==> src/rtl/apb_mem_slave_if.sv <==
// rtl/apb_mem_slave_if.sv - APB bus bundle between the summing requester and the memory completer
interface apb_mem_slave_if;
    logic        psel_i;
    logic        penable_i;
    logic [7:0]  paddr_i;
    logic        pwrite_i;
    logic [31:0] pwdata_i;
    logic [31:0] prdata_o;
    logic        pready_o;
    logic        pslverr_o;
    logic [15:0] acc_count_o;

    modport slave (
        input  psel_i,
        input  penable_i,
        input  paddr_i,
        input  pwrite_i,
        input  pwdata_i,
        output prdata_o,
        output pready_o,
        output pslverr_o,
        output acc_count_o
    );

    modport master (
        output psel_i,
        output penable_i,
        output paddr_i,
        output pwrite_i,
        output pwdata_i,
        input  prdata_o,
        input  pready_o,
        input  pslverr_o,
        input  acc_count_o
    );
endinterface

==> src/rtl/apb_mem_slave.sv <==
// rtl/apb_mem_slave.sv - APB word-memory completer with reset image, wait states and range errors
module apb_mem_slave #(
    parameter int          DEPTH       = 16,
    parameter int          WAIT_CYCLES = 1,
    parameter logic [31:0] INIT_BASE   = 32'h0000_0001,
    parameter logic [31:0] INIT_STEP   = 32'h0000_0001
) (
    input  logic          pclk_i,
    input  logic          preset_i,
    apb_mem_slave_if.slave bus
);
    localparam int         AW      = (DEPTH > 1) ? $clog2(DEPTH) : 1;
    localparam logic [8:0] DEPTH_W = 9'(DEPTH);
    localparam logic [3:0] WAIT_W  = 4'(WAIT_CYCLES);

    typedef enum logic {
        S_IDLE,
        S_ACCESS
    } state_t;

    state_t      r_state;
    logic [3:0]  r_wcnt;
    logic [7:0]  r_addr;
    logic        r_write;
    logic [31:0] r_wdata;
    logic [31:0] r_mem [DEPTH];
    logic [15:0] r_acc_count;

    logic          w_active;
    logic          w_done;
    logic          w_err;
    logic [AW-1:0] w_idx;

    // The access phase is live only while the requester keeps psel/penable high.
    assign w_active = (r_state == S_ACCESS) && bus.psel_i && bus.penable_i;
    assign w_done   = w_active && (r_wcnt == WAIT_W);
    assign w_err    = {1'b0, r_addr} >= DEPTH_W;
    assign w_idx    = r_addr[AW-1:0];

    always_ff @(posedge pclk_i) begin
        if (preset_i) begin
            r_state     <= S_IDLE;
            r_wcnt      <= 4'd0;
            r_addr      <= 8'd0;
            r_write     <= 1'b0;
            r_wdata     <= 32'd0;
            r_acc_count <= 16'd0;
            for (int i = 0; i < DEPTH; i++) begin
                r_mem[i] <= INIT_BASE + INIT_STEP * 32'(i);
            end
        end else begin
            case (r_state)
                S_IDLE: begin
                    if (bus.psel_i && !bus.penable_i) begin
                        r_addr  <= bus.paddr_i;
                        r_write <= bus.pwrite_i;
                        r_wdata <= bus.pwdata_i;
                        r_wcnt  <= 4'd0;
                        r_state <= S_ACCESS;
                    end
                end
                S_ACCESS: begin
                    if (!w_active) begin
                        r_state <= S_IDLE;
                    end else if (w_done) begin
                        if (r_write && !w_err) begin
                            r_mem[w_idx] <= r_wdata;
                        end
                        r_acc_count <= r_acc_count + 16'd1;
                        r_state     <= S_IDLE;
                    end else begin
                        r_wcnt <= r_wcnt + 4'd1;
                    end
                end
                default: r_state <= S_IDLE;
            endcase
        end
    end

    assign bus.pready_o    = w_done;
    assign bus.pslverr_o   = w_done && w_err;
    assign bus.prdata_o    = (w_done && !r_write && !w_err) ? r_mem[w_idx] : 32'd0;
    assign bus.acc_count_o = r_acc_count;
endmodule

==> src/flat_wrapper.sv <==
// flat-port wrapper written by rule: the top's interface ports become plain ports
module apb_mem_slave_flat 
#(
    parameter int          DEPTH       = 16,
    parameter int          WAIT_CYCLES = 1,
    parameter logic [31:0] INIT_BASE   = 32'h0000_0001,
    parameter logic [31:0] INIT_STEP   = 32'h0000_0001
)
  (pclk_i, preset_i, bus_psel_i, bus_penable_i, bus_paddr_i, bus_pwrite_i, bus_pwdata_i, bus_prdata_o, bus_pready_o, bus_pslverr_o, bus_acc_count_o);
  apb_mem_slave_if bus_i ();
  input  logic pclk_i;
  input  logic preset_i;
  input wire logic [$bits(bus_i.psel_i)-1:0] bus_psel_i;
  input wire logic [$bits(bus_i.penable_i)-1:0] bus_penable_i;
  input wire logic [$bits(bus_i.paddr_i)-1:0] bus_paddr_i;
  input wire logic [$bits(bus_i.pwrite_i)-1:0] bus_pwrite_i;
  input wire logic [$bits(bus_i.pwdata_i)-1:0] bus_pwdata_i;
  output wire logic [$bits(bus_i.prdata_o)-1:0] bus_prdata_o;
  output wire logic [$bits(bus_i.pready_o)-1:0] bus_pready_o;
  output wire logic [$bits(bus_i.pslverr_o)-1:0] bus_pslverr_o;
  output wire logic [$bits(bus_i.acc_count_o)-1:0] bus_acc_count_o;
  assign bus_i.psel_i = bus_psel_i;
  assign bus_i.penable_i = bus_penable_i;
  assign bus_i.paddr_i = bus_paddr_i;
  assign bus_i.pwrite_i = bus_pwrite_i;
  assign bus_i.pwdata_i = bus_pwdata_i;
  assign bus_prdata_o = bus_i.prdata_o;
  assign bus_pready_o = bus_i.pready_o;
  assign bus_pslverr_o = bus_i.pslverr_o;
  assign bus_acc_count_o = bus_i.acc_count_o;
  apb_mem_slave #(.DEPTH(DEPTH), .WAIT_CYCLES(WAIT_CYCLES), .INIT_BASE(INIT_BASE), .INIT_STEP(INIT_STEP)) u_core (.pclk_i(pclk_i), .preset_i(preset_i), .bus(bus_i));
endmodule
==> config.mk <==
export PLATFORM = sky130hd
export DESIGN_NAME = apb_mem_slave_flat
export DESIGN_NICKNAME = d
export VERILOG_FILES = /design/src/rtl/apb_mem_slave_if.sv /design/src/rtl/apb_mem_slave.sv /design/src/flat_wrapper.sv
export SDC_FILE = /design/constraint.sdc
export NUM_CORES = 1
export LEC_CHECK = 0
export ABC_AREA = 1
export BUFFER_PORTS_ARGS = -buffer_cell sky130_fd_sc_hd__clkbuf_2
export CAP_MARGIN = 20
export CORE_MARGIN = 2
export CORE_UTILIZATION = 39
export CTS_CLUSTER_DIAMETER = 30
export CTS_CLUSTER_SIZE = 25
export DETAILED_ROUTE_END_ITERATION = 12
export PLACE_DENSITY = 0.57
export SLEW_MARGIN = 0
export SYNTH_ARGS = -nofsm -noshare
export SYNTH_HDL_FRONTEND = slang
export SYNTH_SLANG_ARGS = --single-unit
==> constraint.sdc <==
create_clock -name pclk_i -period 4.17 [get_ports pclk_i]
set_input_delay 0.417 -clock pclk_i [delete_from_list [all_inputs] [get_ports pclk_i]]
set_output_delay 0.417 -clock pclk_i [all_outputs]
set_load 0.005 [all_outputs]
# Word-level counts from Yosys, hierarchy flattened
# Memory sizes are Yosys's and may differ from the RTL's. A register that Yosys moved wholly into a read port is not among the register bits.
# Cells that the tools add are included.
op_classes:
  addsub: 2
  n_lt_le_gt_ge: 1
  n_eq_ne: 4
  muxes: 22
  bitwise_logic: 1
  reduce_logical: 15
ops:
  columns: ["cell", "count"]
  rows:
  - ["32-bit two-way mux", 2]
  - ["32-bit OR reduction", 1]
  - ["4-bit two-way mux", 6]
  - ["16-bit by 1-bit adder with 16-bit output (second input constant)", 1]
  - ["1-bit two-way mux", 12]
  - ["8-bit by 5-bit greater-or-equal comparator with 1-bit output (second input constant)", 1]
  - ["1-bit logical AND", 8]
  - ["4-bit one-hot mux with 2 select lines", 1]
  - ["3-bit AND reduction", 2]
  - ["4-bit by 1-bit adder with 4-bit output (second input constant)", 1]
  - ["4-bit by 1-bit == test with 1-bit output (second input constant)", 1]
  - ["2-bit != test (second input constant)", 2]
  - ["1-bit zero test", 3]
  - ["2-bit by 1-bit != test with 1-bit output (second input constant)", 1]
  - ["1-bit one-hot mux with 2 select lines", 1]
  - ["2-bit AND reduction", 1]
  - ["1-bit NOT", 1]
word_totals:
  register_bits: 62
  ramBits: 512
  inputBits: 45
  output_inout_bits: 50
  wordCells: 52
  mem_count: 1
mem_list:
  columns: ["name", "depth", "word_bits", "rd", "rd_ports_with_merged_regs", "wr", "line", "rtl"]
  rows:
  - ["u_core.r_mem", 16, 32, 1, 1, 16, "apb_mem_slave.sv:26", "logic [31:0] r_mem [DEPTH];"]

# Logic depth before layout (Yosys ltp)
depth:
  ltp_word: 11
  ltp_mapped: 10
  depth_no_buf: 10

# Worst setup path before layout
# No wires, ideal clock.
synth_timing:
  path_kind: "register -> register"
  startpoint: "reg u_core.r_wcnt[0]"
  endpoint: "mem u_core.r_mem[2][0], enable pin"
  setup_ps: 389
  t_arrival_ps: 2121
  t_required_ps: 3781
  setup_slack_ps: 1660
  path_stages_with_launch: 10
  path_buffers: 2
  period_less_slack_ps: 2510
  cell_sequence: "dfxtp_1 ha_1 nand2_2 nor2_4 nand2_4 nor2_4 buf_6 nand3_4 buf_6 nand2_1"
synth_lines:
  columns: ["element", "line", "rtl"]
  rows:
  - ["start: declaration", "apb_mem_slave.sv:22", "logic [3:0] r_wcnt;"]
  - ["start signal: assignment", "apb_mem_slave.sv:72", "r_wcnt <= r_wcnt + 4'd1;"]
  - ["end: declaration", "apb_mem_slave.sv:26", null]

==> summary.md <==
| Metric | Value |
|---|---|
| CTS Buf Count | `121` |
| DRC Markers | `0` |
| Crit path DAT | `3.28 ns` |
| Reg clk slew, reported paths | `0.05 ns` |
| R2r startpoint | `u_core.r_wcnt[0]` |
| Initial Util | `39.2%` |
| CTS tree | `done` |
| Status | `finished clean` |
| Pwr dens | `559 nW/um^2` |
| Final Hold Fails | `0` |
| Share of layout cells above drive strength 1 | `13.7%` |
| Ports | `95` |
| RSZ-0062 raised after global routing | `false` |
| Max Transition Viols Final | `0` |
| ANT nets after route | `0` |
| Setup crit end kind | `output port` |
| Via Count | `19600` |
| Largest net degree at the start of global routing | `160` |
| Finish-stage setup viols | `0` |
| Sequential area share after synthesis | `65.0%` |
| Clock power frac | `56.5%` |
| Area occupied by multi-input gates | `7770 sq um` |
| Area leader, netlist | `edfxtp_1` |
| Initial antenna violation count | `0` |
| Initial DRC count | `1757` |
| Capturing point of the worst reg2reg path | `u_core.r_mem[3][4]` |
| H-tree lvl count | `3` |
| Final wirelength | `74.2 mm` |
| Post-synthesis net count | `2716` |
| First-pass GRT wire length | `115 mm` |
| Seq cells post-synth | `578` |
| Dpl cells | `3455` |
| Crit path to | `bus_prdata_o[21]` |
| Critical Path Source Type | `flop` |
| Achievable Freq | `270 MHz` |
| Storage element area | `16700 sq um` |
| Peak supply drop | `0.363 mV` |
| Sw Share | `23.3%` |
| Clk root buf | `clkbuf_16` |
| GRT overflow | `0` |
| Fillers | `6029` |
| Total clock sinks | `578` |
| Distinct cells, synth | `32` |
| HPWL after DPL | `42.5 mm` |
| Max-cap viol count | `0` |
| Area Growth Syn to Fin | `20.9%` |
| Vias/cell | `5.30` |
| Clock skew | `0.0248 ns` |
| Die Height | `261 um` |
| Cell Int Power | `13.3 mW` |
| DIE AREA | `67900 sq um` |
| Hold_ws | `0.0397 ns` |
| Worst reg2reg path depth | `9` |
| Core area | `65500 sq um` |
| Vias in the first global route | `19600` |
| Clk_lat worst skew | `0.67 ns` |
| Max-Slew Margin vs Limit | `27.5%` |
| Yosys top cell area share | `59.9%` |
| Die Span X | `261 um` |
| Static leakage | `11.4 nW` |
| Sequential Power Share | `37.8%` |
| # rows | `94` |
| Crit-path max FO | `122` |
| Total negative slack | `0 ns` |
| Hold Crit Class | `in -> reg` |
| Resize count post-CTS | `0` |
| Total Routing Usage GR | `22.1%` |
| Synth area leaders | `edfxtp_1, nand2_1, nor2_1` |
| Final #Nets | `2765` |
| Crit share post-route | `88.8%` |
| Final Wtd Congestion | `0.884` |
| Flop2flop setup slack | `1.14 ns` |
| Yosys Warn Count | `0` |
| Critical path required time | `3.75 ns` |
| Cell Area, Synth | `25700 sq um` |
| # port buffers | `94` |
| Combinational fraction of design power | `5.7%` |
| Minimum clock period | `3.70 ns` |
| Final non-filler cell total | `3689` |
| NetSw | `4.04 mW` |
| Worst-Margin Slew | `1.08 ns` |
| TritonRoute pass-1 iters | `6` |
| Mapped Cells | `2668` |
| Syn avg cell area | `9.63 sq um` |
| Worst Path Class, Setup | `reg -> out` |
| Post-DR wirelength/cell | `20.1 um` |
| Max clock buf depth | `3` |
-- area by class of cell --
class	instances	share of cell area (%)
inverters	85	1.06
clock inverters	90	3.32
multi-input cells	1786	25.0
clock buffers	140	10.3
flip-flops and latches	578	53.8
diodes	1	0.00806
repair buffers	145	2.96
well taps	864	3.48
-- logic make-up (layout without fill, tap and decap cells) --
kind of cell / Yosys count / after routing / synth area share, %
AO/OA/AOI/OAI: 191 / 191 / 3.93
XOR/XNOR: 1 / 1 / 0.0341
adder cells (fa/ha/maj): 3 / 3 / 0.146
buffers and inverters: 304 / 460 / 5.07
flip-flops: 578 / 578 / 65.0
other: 0 / 1 / 0
AND/OR/NAND/NOR: 1591 / 1591 / 25.8
-- worst min path at each step --
stage	to	depth (start not counted)	startpoint	slack (ns)
after detailed placement	u_core.r_addr[7]	2	u_core.r_addr[7]	0.47
after CTS	u_core.r_wdata[19]	3	bus_pwdata_i[19]	0.02
after global routing	u_core.r_wdata[31]	3	bus_pwdata_i[31]	0.06
final	u_core.r_wdata[29]	3	bus_pwdata_i[29]	0.04
after global placement	u_core.r_addr[6]	2	u_core.r_addr[6]	0.47
after floorplan	u_core.r_addr[6]	2	u_core.r_addr[6]	0.45
-- critical path, cell delays in order, from the launching register on --
cell,delay [ns]
dfxtp_4,0.50
inv_8,0.61
buf_4,0.49
nand2_1,0.10
nand3_1,0.10
nand3_1,0.15
nand3_1,0.12
nand2_1,0.05
nor2_1,0.24
clkbuf_2,0.17
-- cells in the final DEF, fill, tap and decap left out, types with 2 or more instances in the layout --
master	instances
edfxtp_1	512
inv_1	48
clkinv_2	24
buf_12	3
dlygate4sd3_1	3
dfxtp_1	62
inv_2	2
clkbuf_16	126
clkbuf_1	14
dfxtp_4	3
bufinv_16	18
nand4_1	39
clkinv_4	11
a21oi_1	111
o21ai_0	43
clkinv_8	3
nand2_2	18
inv_6	7
a31oi_1	32
clkbuf_2	94
nand3_1	335
buf_4	44
nand3_2	7
inv_4	2
nand2_1	629
clkinvlp_4	9
ha_1	3
clkinv_1	48
nor3_1	4
o21bai_1	3
nand3_4	5
inv_8	2
nor2_4	2
nor2_1	545
-- power groups by stage --
stage	Sequential, mW	Combinational, mW	Clock [mW]
after global routing	6.58	1.09	10.2
after floorplan	6.63	0.647	0
after CTS	6.56	0.998	9.89
final	6.56	0.993	9.81
after detailed placement	6.67	0.990	0
after global placement	6.66	0.983	0
-- metal layers --
metal | up-vias | share of wire, % | GRT usage (%)
met2 | 792 | 47 | 35.4
met5 | - | 0 | 0
li1 | 9128 | - | -
met1 | 9494 | 43 | 30.1
met3 | 143 | 7.3 | 3.85
met4 | 0 | 2.6 | 8.03
-- synthesized netlist by cell type (all sizes together) --
library cell	instances
ha	3
dfxtp	66
o21bai	3
a21oi	111
nand2	648
clkbuf	147
o21ai	43
nand4	39
nand3b	1
nor2	549
a2bb2oi	1
and3	1
nor3	5
a31oi	32
o22ai	1
xor2	1
buf	72
and2	1
edfxtp	512
inv	52
clkinv	33
nand3	347
-- state kept, by name (all words and copies together), names as in the netlist, named ones only --
signal                  cells
u_core.r_write              1
u_core.r_state              1
u_core.r_wcnt               4
u_core.bus.acc_count_o     16
u_core.r_addr               8
u_core.r_mem              512
u_core.r_wdata             32
-- through the flow --
| step | setup slack (ns) | instance area (sq um) | power [mW] | utilization, % |
|---|---|---|---|---|
| 2_1_floorplan | 1.66 | 25700 | 7.28 | - |
| 3_3_place_gp | 1.09 | 26700 | 7.64 | 40.8 |
| 3_5_place_dp | 1.06 | 26800 | 7.66 | 40.9 |
| 4_1_cts | 0.453 | 31000 | 17.4 | 47.4 |
| 5_1_grt | 0.328 | 31000 | 17.9 | 47.4 |
| 6_report | 0.469 | 31000 | 17.4 | 47.4 |
-- timing repair --
action	in CTS	in global routing
endpoints found under the hold margin	3	0
hold buffers	3	0
setup buffers	0	0
(Power assumes the default switching activity.)
